**src/rtl/video_bus_arbiter.sv**
```systemverilog
// Bus arbiter between the i8080 and the video fetcher: takes the bus via HOLD/HLDA, reads one byte (or a burst), hands the bus back.
// Define VIDEO_BUS_ARBITER_BURST_EN to allow up to BURST_MAX beats per hold tenure; otherwise one beat per tenure.
module video_bus_arbiter #(
   parameter int ADDR_WIDTH   = 16,
   parameter int DATA_WIDTH   = 8,
   parameter int READ_LAT     = 1,
   parameter int HOLD_TIMEOUT = 64,
   parameter int BURST_MAX    = 4
) (
   input  logic                  clk,
   input  logic                  rst,
   input  logic                  vid_req,
   input  logic [ADDR_WIDTH-1:0] vid_addr,
   output logic                  vid_ack,
   output logic [DATA_WIDTH-1:0] vid_data,
   output logic                  cpu_hold,
   input  logic                  cpu_hlda,
   output logic [ADDR_WIDTH-1:0] bus_addr,
   output logic                  bus_addr_en,
   output logic                  mem_oe_n,
   input  logic [DATA_WIDTH-1:0] bus_data,
   output logic                  timeout,
   output logic                  busy
);

   // state     | meaning
   // S_IDLE    | bus owned by CPU, waiting for a fetch request
   // S_HOLD    | hold asserted, waiting for hlda (bounded by HOLD_TIMEOUT)
   // S_READ    | driving address with mem_oe_n low for READ_LAT cycles
   // S_ACK     | vid_ack pulse, fetched byte on vid_data
   // S_NEXT    | choose another beat or release the bus
   // S_RELEASE | hold dropped, waiting for hlda to fall

   localparam int WAIT_W = (HOLD_TIMEOUT > 1) ? $clog2(HOLD_TIMEOUT) : 1;
   localparam int RD_W   = (READ_LAT > 1) ? $clog2(READ_LAT) : 1;
   localparam int BEAT_W = (BURST_MAX > 0) ? $clog2(BURST_MAX + 1) : 1;

`ifdef VIDEO_BUS_ARBITER_BURST_EN
   localparam int BEAT_LIMIT = BURST_MAX;
`else
   localparam int BEAT_LIMIT = 1;
`endif

   typedef enum logic [2:0] {
      S_IDLE,
      S_HOLD,
      S_READ,
      S_ACK,
      S_NEXT,
      S_RELEASE
   } state_t;

   state_t              state, state_nx;
   logic [WAIT_W-1:0]   wait_cnt, wait_nx;
   logic [RD_W-1:0]     rd_cnt, rd_nx;
   logic [BEAT_W-1:0]   beat_cnt, beat_nx;
   logic                capture;

   always_ff @(posedge clk) begin
      if (rst) begin
         state    <= S_IDLE;
         wait_cnt <= '0;
         rd_cnt   <= '0;
         beat_cnt <= '0;
         vid_data <= '0;
      end else begin
         state    <= state_nx;
         wait_cnt <= wait_nx;
         rd_cnt   <= rd_nx;
         beat_cnt <= beat_nx;
         if (capture) begin
            vid_data <= bus_data;
         end
      end
   end

   always_comb begin
      state_nx    = state;
      wait_nx     = wait_cnt;
      rd_nx       = rd_cnt;
      beat_nx     = beat_cnt;
      capture     = 1'b0;
      cpu_hold    = 1'b0;
      bus_addr_en = 1'b0;
      bus_addr    = '0;
      mem_oe_n    = 1'b1;
      vid_ack     = 1'b0;
      timeout     = 1'b0;
      busy        = (state != S_IDLE);

      case (state)
         S_IDLE: begin
            wait_nx = '0;
            rd_nx   = '0;
            beat_nx = '0;
            if (vid_req) begin
               state_nx = S_HOLD;
            end
         end

         S_HOLD: begin
            cpu_hold = 1'b1;
            // hlda in the last wait cycle still wins over the timeout
            if (cpu_hlda) begin
               state_nx = S_READ;
               wait_nx  = '0;
               rd_nx    = '0;
               beat_nx  = '0;
            end else if (wait_cnt == WAIT_W'(HOLD_TIMEOUT - 1)) begin
               timeout  = 1'b1;
               wait_nx  = '0;
               state_nx = S_IDLE;
            end else begin
               wait_nx = wait_cnt + WAIT_W'(1);
            end
         end

         S_READ: begin
            cpu_hold    = 1'b1;
            bus_addr_en = 1'b1;
            bus_addr    = vid_addr;
            mem_oe_n    = 1'b0;
            if (!cpu_hlda) begin
               rd_nx    = '0;
               state_nx = S_RELEASE;
            end else if (rd_cnt == RD_W'(READ_LAT - 1)) begin
               capture  = 1'b1;
               rd_nx    = '0;
               state_nx = S_ACK;
            end else begin
               rd_nx = rd_cnt + RD_W'(1);
            end
         end

         S_ACK: begin
            cpu_hold    = 1'b1;
            bus_addr_en = 1'b1;
            bus_addr    = vid_addr;
            vid_ack     = 1'b1;
            beat_nx     = beat_cnt + BEAT_W'(1);
            state_nx    = cpu_hlda ? S_NEXT : S_RELEASE;
         end

         S_NEXT: begin
            cpu_hold    = 1'b1;
            bus_addr_en = 1'b1;
            bus_addr    = vid_addr;
            // beat_cnt is at least 1 here, so a limit of 1 always releases
            if (cpu_hlda && vid_req && (beat_cnt < BEAT_W'(BEAT_LIMIT))) begin
               rd_nx    = '0;
               state_nx = S_READ;
            end else begin
               state_nx = S_RELEASE;
            end
         end

         S_RELEASE: begin
            if (!cpu_hlda) begin
               state_nx = S_IDLE;
            end
         end

         default: begin
            state_nx = S_IDLE;
         end
      endcase
   end

endmodule

```
**config.mk**
```make
export PLATFORM = sky130hd
export DESIGN_NAME = video_bus_arbiter
export DESIGN_NICKNAME = d
export VERILOG_FILES = /design/src/rtl/video_bus_arbiter.sv
export SDC_FILE = /design/constraint.sdc
export NUM_CORES = 1
export LEC_CHECK = 0
export ABC_AREA = 1
export BUFFER_PORTS_ARGS = -buffer_cell sky130_fd_sc_hd__buf_2
export CAP_MARGIN = 25
export CORE_MARGIN = 2
export CORE_UTILIZATION = 45
export DETAILED_ROUTE_END_ITERATION = 16
export PLACE_DENSITY = 0.83
export SLEW_MARGIN = 20
export SYNTH_ARGS = -nofsm -noshare
export SYNTH_HDL_FRONTEND = slang
export SYNTH_SLANG_ARGS = --single-unit
```
**constraint.sdc**
```tcl
create_clock -name clk -period 1.81 [get_ports clk]
set_clock_uncertainty 0.05 [all_clocks]
set_input_delay 0.0905 -clock clk [delete_from_list [all_inputs] [get_ports clk]]
set_output_delay 0.0905 -clock clk [all_outputs]
set_load 0.03 [all_outputs]
```
# [Yosys cells after proc, flatten, opt, wreduce, memory -nomap -nowiden]
# Cells that the tools add are included.
[word_totals] regBits=21 input_bits=28 out_inout_bits=30 elab_cells=63
[op_classes] n_addsub=3 magnitude_cmp=1 eq_ne=12 n_mux=30 reduce_logical=12
[ops] cell="3-bit two-way mux" count=8
[ops] cell="3-bit case mux with 6 select lines" count=1
[ops] cell="16-bit two-way mux" count=1
[ops] cell="1-bit two-way mux" count=15
[ops] cell="6-bit two-way mux" count=2
[ops] cell="6-bit case mux with 2 select lines" count=1
[ops] cell="3-bit case mux with 3 select lines" count=1
[ops] cell="2-bit != test, second input constant" count=4
[ops] cell="6-bit by 1-bit adder with 6-bit output, second input constant" count=1
[ops] cell="3-bit by 2-bit == test with 1-bit output, second input constant" count=2
[ops] cell="3-bit == test, second input constant" count=2
[ops] cell="6-bit == test, second input constant" count=1
[ops] cell="3-bit != test, second input constant" count=2
[ops] cell="3-bit nonzero test" count=2
[ops] cell="1-bit case mux with 4 select lines" count=1
[ops] cell="4-bit AND reduction" count=1
[ops] cell="4-bit nonzero test" count=1
[ops] cell="4-bit OR reduction" count=1
[ops] cell="3-bit by 1-bit adder with 3-bit output, second input constant" count=1
[ops] cell="3-bit by 1-bit == test with 1-bit output, second input constant" count=1
[ops] cell="3-bit logical NOT" count=1
[ops] cell="3-bit by 1-bit < comparator with 1-bit output, second input constant" count=1
[ops] cell="3-bit AND reduction" count=1
[ops] cell="3-bit OR reduction" count=1
[ops] cell="4 further kinds" count=5

# [Logic depth before layout (Yosys ltp)]
# Gate-level depths: netlist (run 1).
[depth] word_depth=4 ltp_mapped=8 mapped_depth_nobuf=8

# [Worst setup path before layout (run 1)]
# No wires, ideal clock.
[synth_path] path_type="reg-to-output" start="reg state[0]" end="out bus_addr[0]" arrival_time_ns=1.295 setup_slack_ns=0.375 path_stages_with_launch=5 path_buffers=1 path_cell_list="dfxtp_1 nor3_2 nor2_4 buf_6 nor2_1"
[synth_via] elab_chain_len=3 elab_cells_between_ends=5 cone_classes="eq/ne (3); mux (1); reduce/logical (1)"
[synth_lines] element="start: declaration" line_no="53" text="state_t state, state_nx;"
[synth_lines] element="start signal: assignment" line_no="67" text="state <= state_nx;"
[synth_lines] element="3-bit == test or 3-bit by 2-bit == test with 1-bit output (tied branches)" line_no="91" text="case (state)"
[synth_lines] element="3-bit OR reduction (no line) (*)"
[synth_lines] element="16-bit two-way mux (*)" line_no="91"
[synth_lines] element="end: declaration" line_no="18" text="output logic [ADDR_WIDTH-1:0] bus_addr,"
# Mark *: on every way between the ends. The rest lies on a longest branch, timed or not.

# [Final worst setup path (run 1)]
[layout_path] start="reg state[0]" end="out bus_addr[9]"
# Same word-level chain as after synthesis.

==> metrics, run 1 <==
biggest area consumer among synthesized cells=dfxtp_1; Worst slew margin=0.7496; Final setup viols=0; initial antenna violation count=0; clock sinks=20; reg-to-reg slack, setup=0.49 ns; crit path time final=approximately 1.7 ns; Core Util, Final=0.6391; number of max-cap violations=0; PwrDens=roughly 660 nW/um^2; Seq/Total Area, Yosys=0.3575; via count=1250; Cell Area, Synth=about 1100 sq um; Crit Path Max Fanout=18; Hold Violations, Final=0; Residual DRC=0; worst path arrival time=1.52 ns; DRT iter0 DRCs=23; CP Cell Sequence=nor3_2 -> nor2_4 -> nor2_1 -> buf_2; leakage=about 0.88 nW; XOR/XNOR share of the synthesized area=0.007821; Post-Synth Adder-Cell Area=0.02235; hold-critical path endpoint=beat_cnt[1]$_SDFFE_PP0P_; Crit. End Element=output pin; area fraction of the dominant cell type after synthesis=0.3575; fin. max-slew vios=0; share of layout cells above drive strength 1=0.3306; Pint=0.6782 mW; Die Y-Extent=53.89 um; CTS Root Cell=clkbuf_4; number of synthesized flops with an enable pin=0; Worst Max-Slew Pin Slew=0.3747 ns; outcome=completed; synth unique cells=25; CTS tree=done; WL final=2574 um; clock share of power=0.250; CP Launch Type=flop; main combinational cell family by area after synthesis=simple AND/OR/NAND/NOR gates; first-pass GRT wire length=about 4200 um; area share of and/or/nand/nor cells after synthesis=0.3486; RSZ-0062 raised after global routing=no; top cells by count, synth=nor2_1 (41), nand2_1 (29), inv_1 (27), dfxtp_1 (20), a21oi_1 (12); post-synthesis compound-gate area fraction=0.1218; Hold Crit Class=primary input to flop; Async SR Flop Fraction=0; initial core utilization=0.4647; post-synthesis mux area share=0; setup TNS=0 ns; top sig layer=met4; Final period util=0.9170; FP Rows=18; hold depth=2; Synth Instances=about 180; GRT Residual Overflow=0; vias in the first global route=1061; H-tree lvl count=1; ANT cells=0; Via-to-Cell Ratio=4.596; met3 WL post-DR=192 um; Post-DP HPWL=about 1900 um; Filler cells=223; post-route ant nets=0; CP max stage delay=0.40 ns; Crit Reg-Reg Endpoint=vid_data[1]$_SDFFE_PP0P_; Mean Syn Cell Area=6.363 sq um; WL met1=around 1200 um; hold wc startpoint=rst; Comb power frac=0.286; R2R depth=6; postcts setup bufs=0; die width=53.89 um; synth warn=0; nets@finish=between 200 and 300; total CTS buffers=3; sequential power share=0.463; # IOs=58; clk slew on worst S/H paths=0.11 ns; post-route setup slack=0.1502 ns; RePlAce Congestion=~0.87; largest net degree at the start of global routing=19; Primary FF master, synth=dfxtp_1; Worst IR Drop VDD=0.6002 mV; critical path class=flop to output pin; Worst-Skew Late Latency=between 0.2 and 0.3 ns; met2 WL post-DR=1174 um; clk buf depth=2; DRT Pass-1 Iters=4; CP Buf/Inv Count=1; CP max stage cell=dfxtp_1; NetSw=roughly 0.34 mW; Placement Setup Slack=about 0.44 ns; R2R Path Start=state[0]$_SDFFE_PP0P_; Synth Register Bits=20; I/O Buffers=57; WL/cell=9.463 um; required time of the critical path=1.67 ns; die area=2904 sq um; core area=2410 sq um; Post-Syn Nets=206; Switching Fraction=0.3344; ranking of synthesized cells by area=dfxtp_1 (36%), nor2_1 (14%), nand2_1 (9.7%), inv_1 (9.1%), a21oi_1 (5.4%); most frequent cell after synthesis=nor2_1; fmax=602.5 MHz; critical path's top delay family=simple AND/OR/NAND/NOR gates; Layout area overhead=37.54%; Tot GR Track Use=0.1914
[metal layers]
metal / track usage / vias to the layer above
li1: - / 668
met1: 0.2342 / 537
met2: 0.3435 / 43
met3: 0.01667 / 2
met4: 0.07265 / 0
met5: 0 / -
[power by group through the flow]
| stage | combinational (mW) | sequential, mW | clock, mW |
|---|---|---|---|
| CTS | 0.293 | 0.471 | 0.256 |
| global route | 0.325 | 0.475 | 0.272 |
| global placement | 0.275 | 0.481 | 0 |
| finish | 0.292 | 0.472 | 0.255 |
| detailed placement | 0.277 | 0.481 | 0 |
| floorplan | 0.187 | 0.491 | 0 |
[cell type report]
type / instances / area (sq um) / area share
Sequential cell: 20 / 401.6 / 0.2608
Timing Repair Buffer: 66 / 372.9 / 0.2421
Tap cell: 30 / 37.54 / 0.02437
Multi-Input combinational cell: 117 / 560.5 / 0.3639
Inverter: 35 / 131.4 / 0.08530
Clock buffer: 4 / 36.28 / 0.02356
[per-stage QoR]
stage / area [sq um] / hold slack (ns) / power, mW / cells
finish: 1540 / 0.02957 / 1.019 / 272
global route: 1540 / 0.03538 / 1.071 / 272
CTS: 1539 / 0.02577 / 1.020 / 272
detailed placement: 1423 / 0.2690 / 0.7585 / 260
global placement: 1423 / 0.2602 / 0.7558 / 260
floorplan: 1120 / 0.1754 / 0.6781 / 176
[sequential cells by signal, summed over array words and instances (netlist names)]
signal and count:
beat_cnt 3, vid_data 8, state 3, wait_cnt 6
[worst reg2reg max path, cell delays in order (launching register included)]
cell and delay [ns]:
dfxtp_1 0.40, inv_2 0.13, nand3_2 0.12, nor2_4 0.23, inv_2 0.13, nor2_1 0.12
nor2_1 0.05
[cell usage in the layout, fill, tap and decap left out, drive strengths merged]
cell type	instances
inv	35
o21a	1
o21ai	13
xor2	1
clkbuf	4
nand4	2
nor3	2
nand3	7
buf	58
ha	2
nand3b	1
nor2	46
dfxtp	20
nand2	29
dlygate4sd3	8
or2	1
a21oi	12
[logic make-up (layout without fill, tap and decap cells)]
family | Yosys count | in the layout
xor+xnor | 1 | 1
buf+inv | 39 | 105
fa+ha+maj | 2 | 2
compound gates | 26 | 26
simple gates | 88 | 88
flops | 20 | 20
[repair_timing]
action / in CTS / in global routing
hold buffers: 8 / 0
setup endpoints to repair: 0 / 2
hold endpoints to repair: 8 / 0
gates resized for setup: 0 / 1
[worst max-delay path by stage]
stage / from / to / depth (start not counted)
3_5_place_dp: state[2]$_SDFFE_PP0P_ / cpu_hold / 6
5_1_grt: state[0]$_SDFFE_PP0P_ / cpu_hold / 4
6_report: state[0]$_SDFFE_PP0P_ / bus_addr[9] / 4
2_1_floorplan: state[0]$_SDFFE_PP0P_ / bus_addr[0] / 4
3_3_place_gp: state[2]$_SDFFE_PP0P_ / cpu_hold / 6
4_1_cts: state[2]$_SDFFE_PP0P_ / cpu_hold / 6
No activity file was read; power rests on OpenSTA's default activity.
==> run 2, diff against run 1 <==
- CORE_UTILIZATION: 45 -> 44
- PLACE_DENSITY: 0.83 -> 0.81
- clock period: 1.81 -> 1.8 ns (I/O delays scaled with it)
==> metrics, run 2 (synthesized netlist as in run 1, its figures left out) <==
fin. max-slew vios=0 (unchanged); leakage=0.8783 nW (unchanged); Layout area overhead=37.54% (unchanged); clk slew on worst S/H paths=0.11 ns (about the same); Worst slew margin=0.7444 (-0.005233); post-route setup slack=0.1295 ns (-0.02065 ns); required time of the critical path=1.66 ns (about the same); Core Util, Final=0.6274 (-0.01173); critical path's top delay family=simple AND/OR/NAND/NOR gates; number of max-cap violations=0 (unchanged); Post-DP HPWL=1932 um (+2.5%); post-route ant nets=0 (unchanged); RSZ-0062 raised after global routing=no; CP max stage delay=0.39 ns (about the same); vias in the first global route=1082 (+2.0%); clk buf depth=2 (unchanged); Placement Setup Slack=0.4261 ns (-0.01641 ns); # IOs=58 (unchanged); CP Cell Sequence=inv_2 -> nand2_1 -> inv_2 -> nor2_4 -> nand2_1 -> buf_2; CTS tree=done; initial core utilization=0.4562 (-0.008526); Tot GR Track Use=0.1884 (-0.002960); Worst-Skew Late Latency=0.29 ns (about the same); GRT Residual Overflow=0 (unchanged); H-tree lvl count=1 (unchanged); die width=54.45 um (+1.0%); CTS Root Cell=clkbuf_4; core area=2455 sq um (+1.9%); RePlAce Congestion=0.8342 (-3.6%); clock sinks=20 (unchanged); DRT Pass-1 Iters=4 (unchanged); Hold Crit Class=primary input to flop; ANT cells=0 (unchanged); design area=1540 sq um (unchanged); DRT iter0 DRCs=7 (-70%); die area=2965 sq um (+2.1%); Residual DRC=0 (unchanged); initial antenna violation count=0 (unchanged); outcome=completed; fmax=around 600 MHz; most frequent cells in the layout=buf_2 (57), nor2_1 (41), nand2_1 (29); Crit. End Element=output pin; R2R depth=8 (+2); nets@finish=273 (unchanged); FP Rows=18 (unchanged); I/O Buffers=57 (unchanged); via count=1263 (+1.0%); placed cell area=1423 sq um (unchanged); crit path time final=1.670 ns; first-pass GRT wire length=4229 um (+1.1%); Final setup viols=0 (unchanged); CP Launch Type=flop; Largest register FFs=8 (unchanged); Worst Max-Slew Pin Slew=0.3826 ns (+0.007831 ns); most common cell after layout, fill and taps aside=buf_2; worst path arrival time=1.53 ns (about the same); Hold Violations, Final=0 (unchanged); Final period util=0.9280; biggest regs=vid_data (8), wait_cnt (6); WL/cell=9.533 um (+0.74%); CP max stage cell=dfxtp_1; setup TNS=0 ns (unchanged); Reg with most FFs=vid_data; hold depth=2 (unchanged); CP Buf/Inv Count=3 (+2); Die Y-Extent=54.45 um (+1.0%); WL final=2593 um (+0.74%); critical path class=flop to output pin; Crit Path Max Fanout=18 (unchanged); largest net degree at the start of global routing=19 (unchanged); stages on the worst setup path=6 (+2); PwrDens=666.7 nW/um^2 (+0.78%); share of layout cells above drive strength 1=0.3306 (unchanged); Worst IR Drop VDD=0.6209 mV (+3.4%); postcts setup bufs=0 (unchanged); Via-to-Cell Ratio=4.643 (+1.0%); total CTS buffers=3 (unchanged)
## run 2: cell counts in the layout (fill, tap and decap cells not counted)
No cell type changed its count.
## run 2: report_power, final
part	total, mW	switching (mW)	internal (mW)	leakage, nW
registers	0.474	0.0164	0.458	0.162
clock network	0.259	0.136	0.123	0.0210
logic	0.294	0.192	0.101	0.695
total	1.03	0.345	0.682	0.878
## run 2: final cells by class
cell class	count	area (sq um)
Timing Repair Buffer	66	372.9
Sequential cell	20	401.6
Inverter	35	131.4
Clock buffer	4	36.28
Multi-Input combinational cell	117	560.5
Fill cell	233	914.6
Tap cell	30	37.54
## run 2: final timing paths
check | start | endpoint | slack (ns)
setup / recovery | state[2]$_SDFFE_PP0P_ | cpu_hold | 0.13
hold / removal | rst | beat_cnt[1]$_SDFFE_PP0P_ | 0.03
hold reg to reg | beat_cnt[1]$_SDFFE_PP0P_ | beat_cnt[1]$_SDFFE_PP0P_ | 0.44
setup reg to reg | wait_cnt[1]$_SDFFE_PP0P_ | state[0]$_SDFFE_PP0P_ | 0.49
## run 2: metal layers
layer	share of wire	vias up	track usage
li1	-	670	-
met1	0.46	543	0.2475
met2	0.44	48	0.3233
met3	0.094	2	0.02459
met4	0.0058	0	0.05000
met5	0	-	0
## run 2: timing repair
| item | in CTS | in global routing |
|---|---|---|
| hold buffers | 8 | 0 |
| endpoints found under the setup margin | 0 | 4 |
| resized for setup | 0 | 1 |
| endpoints found under the hold margin | 8 | 0 |
## run 2: stage by stage
step	hold slack, ns	instances	power [mW]
CTS	0.01783	272	1.028
global placement	0.2640	260	0.7610
finish	0.02672	272	1.027
detailed placement	0.2681	260	0.7638
global route	0.05581	272	1.075
floorplan	0.1749	176	0.6819
==> run 3, diff against run 2 <==
- BUFFER_PORTS_ARGS: -buffer_cell sky130_fd_sc_hd__buf_2 -> not set
- CORE_UTILIZATION: 44 -> 45
- DONT_BUFFER_PORTS: not set -> 1
- HOLD_SLACK_MARGIN: not set -> 0.05
- PLACE_DENSITY: 0.81 -> 0.63
==> metrics, run 3 (synthesized netlist as in run 1, its figures left out) <==
RePlAce Congestion=0.8205 (-1.6%); # IOs=58 (unchanged); Final setup viols=0 (unchanged); CTS tree=done; reg-to-reg slack, setup=0.29 ns (-0.20 ns); final hold slack=0.04873 ns (+0.02201 ns); Final period util=0.9388 (+0.01078); total power draw=1.006 mW (-2.1%); Non-Filler Instances=236 (-13%); DRT Pass-1 Iters=4 (unchanged); CP Cell Sequence=inv_2 -> nand2_1 -> inv_2 -> nor2_4 -> nand2_1; crit path time final=1.690 ns (+0.01940 ns); Switching Fraction=0.3380 (+0.002477); CP Buf/Inv Count=2 (-1); required time of the critical path=1.66 ns (about the same); Hold Crit Class=primary input to flop; first-pass GRT wire length=4008 um (-5.2%); Crit Path Max Fanout=18 (unchanged); dpl cells=221 (-15%); Crit Reg-Reg Endpoint=vid_data[7]$_SDFFE_PP0P_; most frequent cells in the layout=nor2_1 (40), nand2_1 (29), inv_1 (27); postcts setup bufs=0 (unchanged); post-route ant nets=0 (unchanged); Worst-Skew Late Latency=0.30 ns (about the same); Pint=0.6656 mW (-2.4%); Die Y-Extent=53.89 um (-1.0%); largest net degree at the start of global routing=19 (unchanged); clock share of power=0.261 (+0.009); die width=53.89 um (-1.0%); vias in the first global route=987 (-8.8%); FP Rows=18 (unchanged); NetSw=0.3399 mW (-1.3%); Largest register FFs=8 (unchanged); total CTS buffers=3 (unchanged); share of layout cells above drive strength 1=0.2039 (-0.1267); WL/cell=10.83 um (+14%); Critical Path Source=state[2]$_SDFFE_PP0P_; biggest regs=vid_data (8), wait_cnt (6); placed cell area=1272 sq um (-11%); ANT cells=0 (unchanged); design area=1423 sq um (-7.6%); Residual DRC=0 (unchanged); most common cell after layout, fill and taps aside=nor2_1; Crit. End Element=output pin; CP max stage delay=0.40 ns (about the same); sequential power share=0.486 (+0.024); stages on the worst setup path=5 (-1); Reg with most FFs=vid_data; CP endpoint=cpu_hold; Comb power frac=0.253 (-0.033); number of max-cap violations=0 (unchanged); I/O Buffers=0 (-100%); setup TNS=0 ns (unchanged); fmax=591.8 MHz (-1.1%); R2R depth=6 (-2); Worst IR Drop VDD=0.4301 mV (-31%); WL final=2555 um (-1.5%); CP Launch Type=flop; leakage=0.7227 nW (-18%); Tot GR Track Use=0.1835 (-0.004971); clk slew on worst S/H paths=0.12 ns (about the same); Hold Violations, Final=0 (unchanged); fin. max-slew vios=0 (unchanged); RSZ-0062 raised after global routing=no; Worst slew margin=0.7611 (+0.01679); initial antenna violation count=0 (unchanged); R2R Path Start=state[0]$_SDFFE_PP0P_; core area=2410 sq um (-1.8%); critical path class=flop to output pin; hold depth=4 (+2); outcome=completed; clk buf depth=2 (unchanged); critical path's top delay family=simple AND/OR/NAND/NOR gates; DRT iter0 DRCs=41 (+34); Layout area overhead=27.04%; clock sinks=20 (unchanged); GRT Residual Overflow=0 (unchanged); H-tree lvl count=1 (unchanged); via count=1184 (-6.3%); CTS Root Cell=clkbuf_4; Post-DP HPWL=1935 um (+0.16%); CP max stage cell=dfxtp_1; Filler cells=231 (-0.86%); die area=2904 sq um (-2.1%); PwrDens=706.8 nW/um^2 (+6.0%); initial core utilization=0.4647 (+0.008526); worst path arrival time=1.55 ns (+0.02 ns); nets@finish=237 (-13%); Via-to-Cell Ratio=5.017 (+8.0%); Worst Max-Slew Pin Slew=0.3574 ns (-0.02512 ns)
==> run 3: layout make-up <==
class | count | area (sq um) | area share
multi-input combinational | 117 | 563.0 | 0.3958
inverter | 35 | 131.4 | 0.09235
timing repair buffer | 30 | 252.7 | 0.1777
clock buffer | 4 | 36.28 | 0.02551
sequential | 20 | 401.6 | 0.2823
tap | 30 | 37.54 | 0.02639
==> run 3: timing repair <==
| item | 4_1_cts | 5_1_grt |
|---|---|---|
| hold endpoints to repair | 20 | 0 |
| resized for setup | 0 | 2 |
| endpoints found under the setup margin | 0 | 3 |
| hold buffers | 11 | 0 |
==> run 3: through the flow <==
stage / util / setup slack [ns]
3_3_place_gp: 0.5280 / 0.4011
4_1_cts: 0.5888 / 0.07861
3_5_place_dp: 0.5280 / 0.3192
2_1_floorplan: - / 0.3651
6_report: 0.5903 / 0.1101
5_1_grt: 0.5903 / 0.007658
==> run 3: tightest hold or removal path: stages <==
cell and delay, ns:
inv_2 0.04, a21oi_1 0.11, nor2_1 0.06, nor2_1 0.07
==> run 3: worst min path at each step <==
| stage | startpoint | end | slack, ns |
|---|---|---|---|
| 2_1_floorplan | bus_data[0] | vid_data[0]$_SDFFE_PP0P_ | 0.17 |
| 3_3_place_gp | rst | beat_cnt[1]$_SDFFE_PP0P_ | 0.11 |
| 3_5_place_dp | rst | wait_cnt[5]$_SDFFE_PP0P_ | 0.11 |
| 4_1_cts | vid_req | state[1]$_SDFFE_PP0P_ | 0.05 |
| 5_1_grt | vid_req | state[1]$_SDFFE_PP0P_ | 0.06 |
| 6_report | cpu_hlda | state[1]$_SDFFE_PP0P_ | 0.05 |
==> run 3: power by group through the flow <==
| stage | Clock, mW | Combinational, mW | Sequential [mW] |
|---|---|---|---|
| after floorplan | 0 | 0.188 | 0.494 |
| after global placement | 0 | 0.229 | 0.497 |
| after detailed placement | 0 | 0.232 | 0.498 |
| after CTS | 0.262 | 0.255 | 0.488 |
| after global routing | 0.273 | 0.280 | 0.490 |
| final | 0.262 | 0.255 | 0.489 |
==> run 3: layer usage <==
layer | vias up | wire (um) | track usage | part of all wire
li1 | 602 | - | - | -
met1 | 515 | 1075 | 0.2333 | 0.42
met2 | 63 | 1173 | 0.3150 | 0.46
met3 | 4 | 282 | 0.03056 | 0.11
met4 | 0 | 23 | 0.05556 | 0.0090
met5 | - | 0 | 0 | 0
